<file path="src/rtl/packet_hash_stripper_pkg.sv">
// Shared constants, state encoding and strobe decode for the packet hash stripper.
package packet_hash_stripper_pkg;

  localparam int          HASH_BYTES = 16;
  localparam logic [31:0] ALL_VALID  = 32'hffffffff;

  typedef enum logic [1:0] {
    EMPTY = 2'd0,
    HOLD  = 2'd1,
    DRAIN = 2'd2
  } state_t;

  // Byte count of a lane-31-downward contiguous strobe; same decode as the cutter.
  function automatic logic [5:0] strb_bytes(input logic [31:0] strb);
    logic [5:0] cnt;
    cnt = '0;
    for (int i = 0; i < 32; i++) begin
      cnt = cnt + 6'(strb[i]);
    end
    return cnt;
  endfunction

endpackage

</file>
<file path="src/rtl/packet_hash_stripper_hash_trailer_extract.sv">
// Combinational trailer extraction: pulls the 128-bit hash out of the final
// held/last word pair and computes the strobe of the word that ends the packet.
module hash_trailer_extract
  import packet_hash_stripper_pkg::*;
(
  input  logic [255:0] held_word,
  input  logic [255:0] last_word,
  input  logic [5:0]   n,
  output logic [127:0] hash,
  output logic [31:0]  out_strb
);

  logic [511:0] shifted;
  logic [8:0]   shift_bits;

  // NOTE: every always_comb output gets a value on every path, so no latch is inferred.
  always_comb begin
    shift_bits = {3'b000, 6'd32 - n} << 3;
    shifted    = {held_word, last_word} >> shift_bits;
    hash       = shifted[127:0];
    // n>16: the trailer sits wholly in the last word; else it ends the packet inside the held word.
    if (n > 6'(HASH_BYTES)) out_strb = ALL_VALID << (6'd48 - n);
    else                    out_strb = ALL_VALID << (6'd16 - n);
  end

endmodule

</file>
<file path="src/rtl/packet_hash_stripper.sv">
// Strips the 128-bit hash trailer from cut packets and reports it on a sideband.
// Optional counters: define PKT_HASH_STRIP_CNT_EN to add stripped_pkt_cnt / err_pkt_cnt.
module packet_hash_stripper
  import packet_hash_stripper_pkg::*;
#(
  parameter int C_M_AXIS_DATA_WIDTH  = 256,
  parameter int C_S_AXIS_DATA_WIDTH  = 256,
  parameter int C_M_AXIS_TUSER_WIDTH = 128,
  parameter int C_S_AXIS_TUSER_WIDTH = 128,
  parameter int HASH_WIDTH           = 128
) (
  input  logic                              axi_aclk,
  input  logic                              axi_resetn,
  input  logic [C_S_AXIS_DATA_WIDTH-1:0]    s_axis_tdata,
  input  logic [C_S_AXIS_DATA_WIDTH/8-1:0]  s_axis_tstrb,
  input  logic [C_S_AXIS_TUSER_WIDTH-1:0]   s_axis_tuser,
  input  logic                              s_axis_tvalid,
  output logic                              s_axis_tready,
  input  logic                              s_axis_tlast,
  output logic [C_M_AXIS_DATA_WIDTH-1:0]    m_axis_tdata,
  output logic [C_M_AXIS_DATA_WIDTH/8-1:0]  m_axis_tstrb,
  output logic [C_M_AXIS_TUSER_WIDTH-1:0]   m_axis_tuser,
  output logic                              m_axis_tvalid,
  input  logic                              m_axis_tready,
  output logic                              m_axis_tlast,
  input  logic                              strip_en,
  output logic [HASH_WIDTH-1:0]             hash_out,
  output logic                              hash_valid,
  output logic                              hash_err
`ifdef PKT_HASH_STRIP_CNT_EN
  ,
  output logic [31:0]                       stripped_pkt_cnt,
  output logic [31:0]                       err_pkt_cnt
`endif
);

  state_t                            state;
  logic [C_S_AXIS_DATA_WIDTH-1:0]    hold_data;
  logic [C_S_AXIS_DATA_WIDTH/8-1:0]  hold_strb;
  logic [C_M_AXIS_TUSER_WIDTH-1:0]   pkt_user;
  logic                              pkt_strip;

  logic [5:0]                        n;
  logic                              long_trailer;
  logic                              eff_strip;
  logic                              s_fire;
  logic                              trim_held;
  logic                              load_word;
  logic [C_S_AXIS_DATA_WIDTH-1:0]    held_word;
  logic [HASH_WIDTH-1:0]             x_hash;
  logic [C_M_AXIS_DATA_WIDTH/8-1:0]  x_strb;
  logic [15:0]                       trimmed_len;
  logic [C_M_AXIS_TUSER_WIDTH-1:0]   first_user;

  assign n            = strb_bytes(s_axis_tstrb);
  assign long_trailer = (n > 6'(HASH_BYTES));
  assign held_word    = (state == HOLD) ? hold_data : '0;
  // Strip setting is taken live on a first word and from the latched copy afterwards.
  assign eff_strip    = (state == EMPTY) ? strip_en : pkt_strip;

  hash_trailer_extract u_extract (
    .held_word (held_word),
    .last_word (s_axis_tdata),
    .n         (n),
    .hash      (x_hash),
    .out_strb  (x_strb)
  );

  assign s_axis_tready = (state == EMPTY) || ((state == HOLD) && m_axis_tready);
  assign m_axis_tvalid = (state == DRAIN) || ((state == HOLD) && s_axis_tvalid);
  assign s_fire        = s_axis_tvalid && s_axis_tready;

  // The held word becomes the packet end when the incoming last word is pure trailer.
  assign trim_held     = (state == HOLD) && s_axis_tlast && pkt_strip && !long_trailer;
  assign load_word     = s_fire && !trim_held;

  assign m_axis_tdata  = hold_data;
  assign m_axis_tstrb  = trim_held ? x_strb : hold_strb;
  assign m_axis_tlast  = (state == DRAIN) || trim_held;
  assign m_axis_tuser  = pkt_user;

  assign trimmed_len = (s_axis_tuser[15:0] > 16'(HASH_BYTES)) ?
                       s_axis_tuser[15:0] - 16'(HASH_BYTES) : 16'd0;
  assign first_user  = (strip_en && (!s_axis_tlast || long_trailer)) ?
                       {s_axis_tuser[C_S_AXIS_TUSER_WIDTH-1:16], trimmed_len} : s_axis_tuser;

  // NOTE: sequential state uses non-blocking assignments only, so every flop sees pre-edge values.
  always_ff @(posedge axi_aclk or negedge axi_resetn) begin
    if (!axi_resetn) begin
      state      <= EMPTY;
      pkt_strip  <= 1'b0;
      hash_out   <= '0;
      hash_valid <= 1'b0;
      hash_err   <= 1'b0;
    end else begin
      hash_valid <= 1'b0;
      hash_err   <= 1'b0;
      unique case (state)
        EMPTY: begin
          if (s_axis_tvalid) begin
            // A too-short packet is forwarded untouched, so it counts as not stripped.
            pkt_strip <= strip_en && (!s_axis_tlast || long_trailer);
            if (s_axis_tlast) begin
              state <= DRAIN;
              if (strip_en && long_trailer) begin
                hash_valid <= 1'b1;
                hash_out   <= x_hash;
              end
              if (strip_en && !long_trailer) hash_err <= 1'b1;
            end else begin
              state <= HOLD;
            end
          end
        end
        HOLD: begin
          if (s_fire && s_axis_tlast) begin
            if (pkt_strip) begin
              hash_valid <= 1'b1;
              hash_out   <= x_hash;
            end
            state <= (!pkt_strip || long_trailer) ? DRAIN : EMPTY;
          end
        end
        DRAIN: begin
          if (m_axis_tready) state <= EMPTY;
        end
        default: state <= EMPTY;
      endcase
    end
  end

  // NOTE: datapath registers carry no reset; m_axis_tvalid gates them until a word is loaded.
  always_ff @(posedge axi_aclk) begin
    if (load_word) begin
      hold_data <= s_axis_tdata;
      hold_strb <= (s_axis_tlast && eff_strip && long_trailer) ?
                   (s_axis_tstrb << HASH_BYTES) : s_axis_tstrb;
    end
    if (s_fire && (state == EMPTY)) pkt_user <= first_user;
  end

`ifdef PKT_HASH_STRIP_CNT_EN
  always_ff @(posedge axi_aclk or negedge axi_resetn) begin
    if (!axi_resetn) begin
      stripped_pkt_cnt <= '0;
      err_pkt_cnt      <= '0;
    end else begin
      if (hash_valid) stripped_pkt_cnt <= stripped_pkt_cnt + 32'd1;
      if (hash_err)   err_pkt_cnt      <= err_pkt_cnt + 32'd1;
    end
  end
`endif

endmodule

</file>
<file path="config.mk">
export PLATFORM = sky130hd
export DESIGN_NAME = packet_hash_stripper
export DESIGN_NICKNAME = d
export VERILOG_FILES = /design/src/rtl/packet_hash_stripper_pkg.sv /design/src/rtl/packet_hash_stripper_hash_trailer_extract.sv /design/src/rtl/packet_hash_stripper.sv
export SDC_FILE = /design/constraint.sdc
export NUM_CORES = 2
export LEC_CHECK = 0
export BUFFER_PORTS_ARGS = -buffer_cell sky130_fd_sc_hd__buf_2
export CAP_MARGIN = 5
export CORE_AREA = 5 5 375 377
export CTS_BUF_LIST = sky130_fd_sc_hd__clkbuf_8
export DETAILED_ROUTE_END_ITERATION = 8
export DIE_AREA = 0 0 380 382
export SYNTH_ARGS = -nofsm -noshare
export SYNTH_HDL_FRONTEND = slang
export SYNTH_SLANG_ARGS = --single-unit
</file>
<file path="constraint.sdc">
create_clock -name axi_aclk -period 12.25 [get_ports axi_aclk]
set_input_delay 1.8375 -clock axi_aclk [delete_from_list [all_inputs] [get_ports axi_aclk]]
set_output_delay 1.8375 -clock axi_aclk [all_outputs]
set_load 0.05 [all_outputs]
</file>
==> flow_summary.ini <==
[outcome]
status = finished clean

[die]
rows = 136
die-height_um = 382
die_area_um2 = 145000
core_um2 = 137000
die_w_um = 380
start_util_pct = 30.9
io_pins = 971

[sta]
relSlewSlack_pct = 26.8
setup-violations-final = 0
hold_slack_ps = 472
worst_slew_pin_slew_ps = 1070
hold_viol_final = 0
max_freq_ghz = 0.0946
worst_clock_skew_ps = 61.9
finalCritPeriodShare_pct = 86.3
rsz0062_at_grt = no
period_needed_ps = 10570
tns_ps = 0
slew_violations = 0

[placement]
portBuffers = 970
routabilityCongestion = 1.07
dpl.hpwl_mm = 207

[worst_setup_path]
cp.arrival_ps = 8730
endpoint_kind = output pin
crit_fanout = 18
worstSetupPathType = in -> out
ff2ff_path_depth = 10
cp.required_ps = 10410
reg2reg_slack_ps = 7660
reg2reg_to = hash_out[124]
r2r_start = state[0]
critPathLaunchType = input port

[clocking]
h-tree-depth = 3
cts_tree = built
ctsHoldBuffers = 0
worstSkewPairLatency_ps = 860
cts_sinks = 549
clk_path_buf_depth = 3
cts-root-buf = clkbuf_8
clk_pin_slew_ps = 60
ctsResizeCount = 0
cts_buffers = 105
cts_setup_buffers = 0

[cells_and_area]
drive_above_1_share_pct = 31.4
syn2layout_area_growth_pct = 19.7
layout_common_cells = 969 x buf_2, 686 x mux2i_1, 416 x edfxtp_1
fin_nets = 5212
final_common_cell = buf_2
fillers = 13900

[job]
cap_violations = 0

[hold_path]
hold_path_depth = 1
hold_class = reg -> reg
holdCritStartpoint = hash_out[19]
min_to = hash_out[19]

[yosys]
synth_edf_count = 416
synth_nets = 4476
synthArstFlopShare_pct = 24.2
yosysWarnings = 0
syn_inst = 4017
synthesis.area_um2 = 42200
ys_ff_latch = 549
seq_area_frac_synth_pct = 37.5
synth_top_area_share_pct = 29.6
synthFlopType = edfxtp_1
synth_top_cell_by_area = edfxtp_1
yosysUniqueCellTypes = 80
synth.avg_cell_area_um2 = 10.5
synth_area_leaders = edfxtp_1 30%, mux2i_1 16%, dfrtp_1 7.9%, mux4_2 7.4%, o22ai_1 4.7%

[route]
drc = 0
viasPerCell = 6.46
num_vias = 43000
dr.first_iter.drc_count = 6563
drtPass1Iterations = 6
wl_per_cell_um = 39.1
drtAntennaViolNets = 0
wirelength_mm = 260

[global_route]
grt_max_degree = 151
grt-ovfl-total = 0
grt_first_pass_wirelength_mm = 349
antenna_found_initial = 58
grt_usage_pct = 34.0
grt_pass1_vias = 40100
-- through the flow --
stage	utilization (%)	worst slack [ps]	instances	area (µm²)
2_1_floorplan	-	1150	4017	42200
3_3_place_gp	35.2	1870	6439	48200
3_5_place_dp	35.3	1710	6440	48200
4_1_cts	36.9	1720	6636	50500
5_1_grt	36.9	1380	6646	50500
6_report	36.9	1680	6662	50500
-- worst max-delay path: stages --
cell,delay [ps]
buf_2,130
fa_1,560
inv_1,60
fa_1,470
inv_1,60
fa_1,530
fa_1,450
fa_1,490
inv_1,50
fa_1,440
inv_1,100
ha_4,130
inv_1,50
fa_1,460
xor2_1,410
and3_1,450
o211ai_1,170
a211o_1,590
nor2_2,500
nand2_1,200
o21ai_0,260
buf_2,310
-- registers in the layout, summed over array words and instances, names as in the netlist --
signal,flops
m_axis_tuser,128
hash_err,1
hold_strb,32
hash_out,128
hash_valid,1
m_axis_tdata,256
pkt_strip,1
state,2
-- routing by layer --
layer | global-route usage [%] | vias to the layer above | routed length [µm]
met5 | 0 | - | 155
met4 | 12.9 | 26 | 12600
met3 | 15.4 | 538 | 37300
met2 | 46.6 | 3252 | 103000
met1 | 46.5 | 21700 | 107000
li1 | - | 17500 | -
-- area by class of cell --
cell class / instances / area (µm²) / area share, %
multi-input cells: 2996 / 24300 / 48.2
flip-flops and latches: 549 / 15800 / 31.3
repair buffers: 1051 / 5630 / 11.1
well taps: 1794 / 2240 / 4.44
clock buffers: 114 / 1570 / 3.10
clock inverters: 82 / 667 / 1.32
inverters: 50 / 195 / 0.386
diodes: 26 / 65.1 / 0.129
-- cell usage after synthesis (18+ instances only) --
library cell and instances:
a21oi_1 88, o22ai_1 318, nand3_1 40, mux2i_1 686, inv_1 47, nand2_1 336, nand2b_1 29, buf_2 140
a21o_1 21, or3_1 38, a221o_1 48, mux2_2 126, nor2_1 272, a221oi_1 38, o211ai_1 84, fa_1 24
a22oi_1 100, o221ai_1 104, nor2b_1 18, a31oi_1 64, buf_4 59, dfrtp_1 133, o21ai_0 168, mux4_2 139
edfxtp_1 416, a22o_1 82, clkbuf_1 158, buf_1 55
-- worst max path at each step --
stage / from / to / slack [ps]
2_1_floorplan: s_axis_tstrb[23] / hold_strb[0] / 1150
3_3_place_gp: s_axis_tstrb[17] / m_axis_tstrb[5] / 1870
3_5_place_dp: s_axis_tstrb[17] / m_axis_tstrb[5] / 1710
4_1_cts: s_axis_tstrb[17] / m_axis_tstrb[5] / 1720
5_1_grt: s_axis_tstrb[17] / m_axis_tstrb[5] / 1380
6_report: s_axis_tstrb[11] / m_axis_tstrb[5] / 1680
-- cell families (layout without fill, tap and decap cells) --
group	Yosys count	count (layout)	synth area share, %
other	0	26	0
XOR/XNOR	7	7	0.299
flip-flops	549	549	37.5
multiplexers	951	951	27.0
adder cells (fa/ha/maj)	37	37	1.52
AND/OR/NAND/NOR	797	797	8.17
buffers and inverters	472	1297	5.31
AO/OA/AOI/OAI	1204	1204	20.2
Power is not shown: default switching activity piles up to over one toggle a cycle in this logic, so the estimate is an artifact.
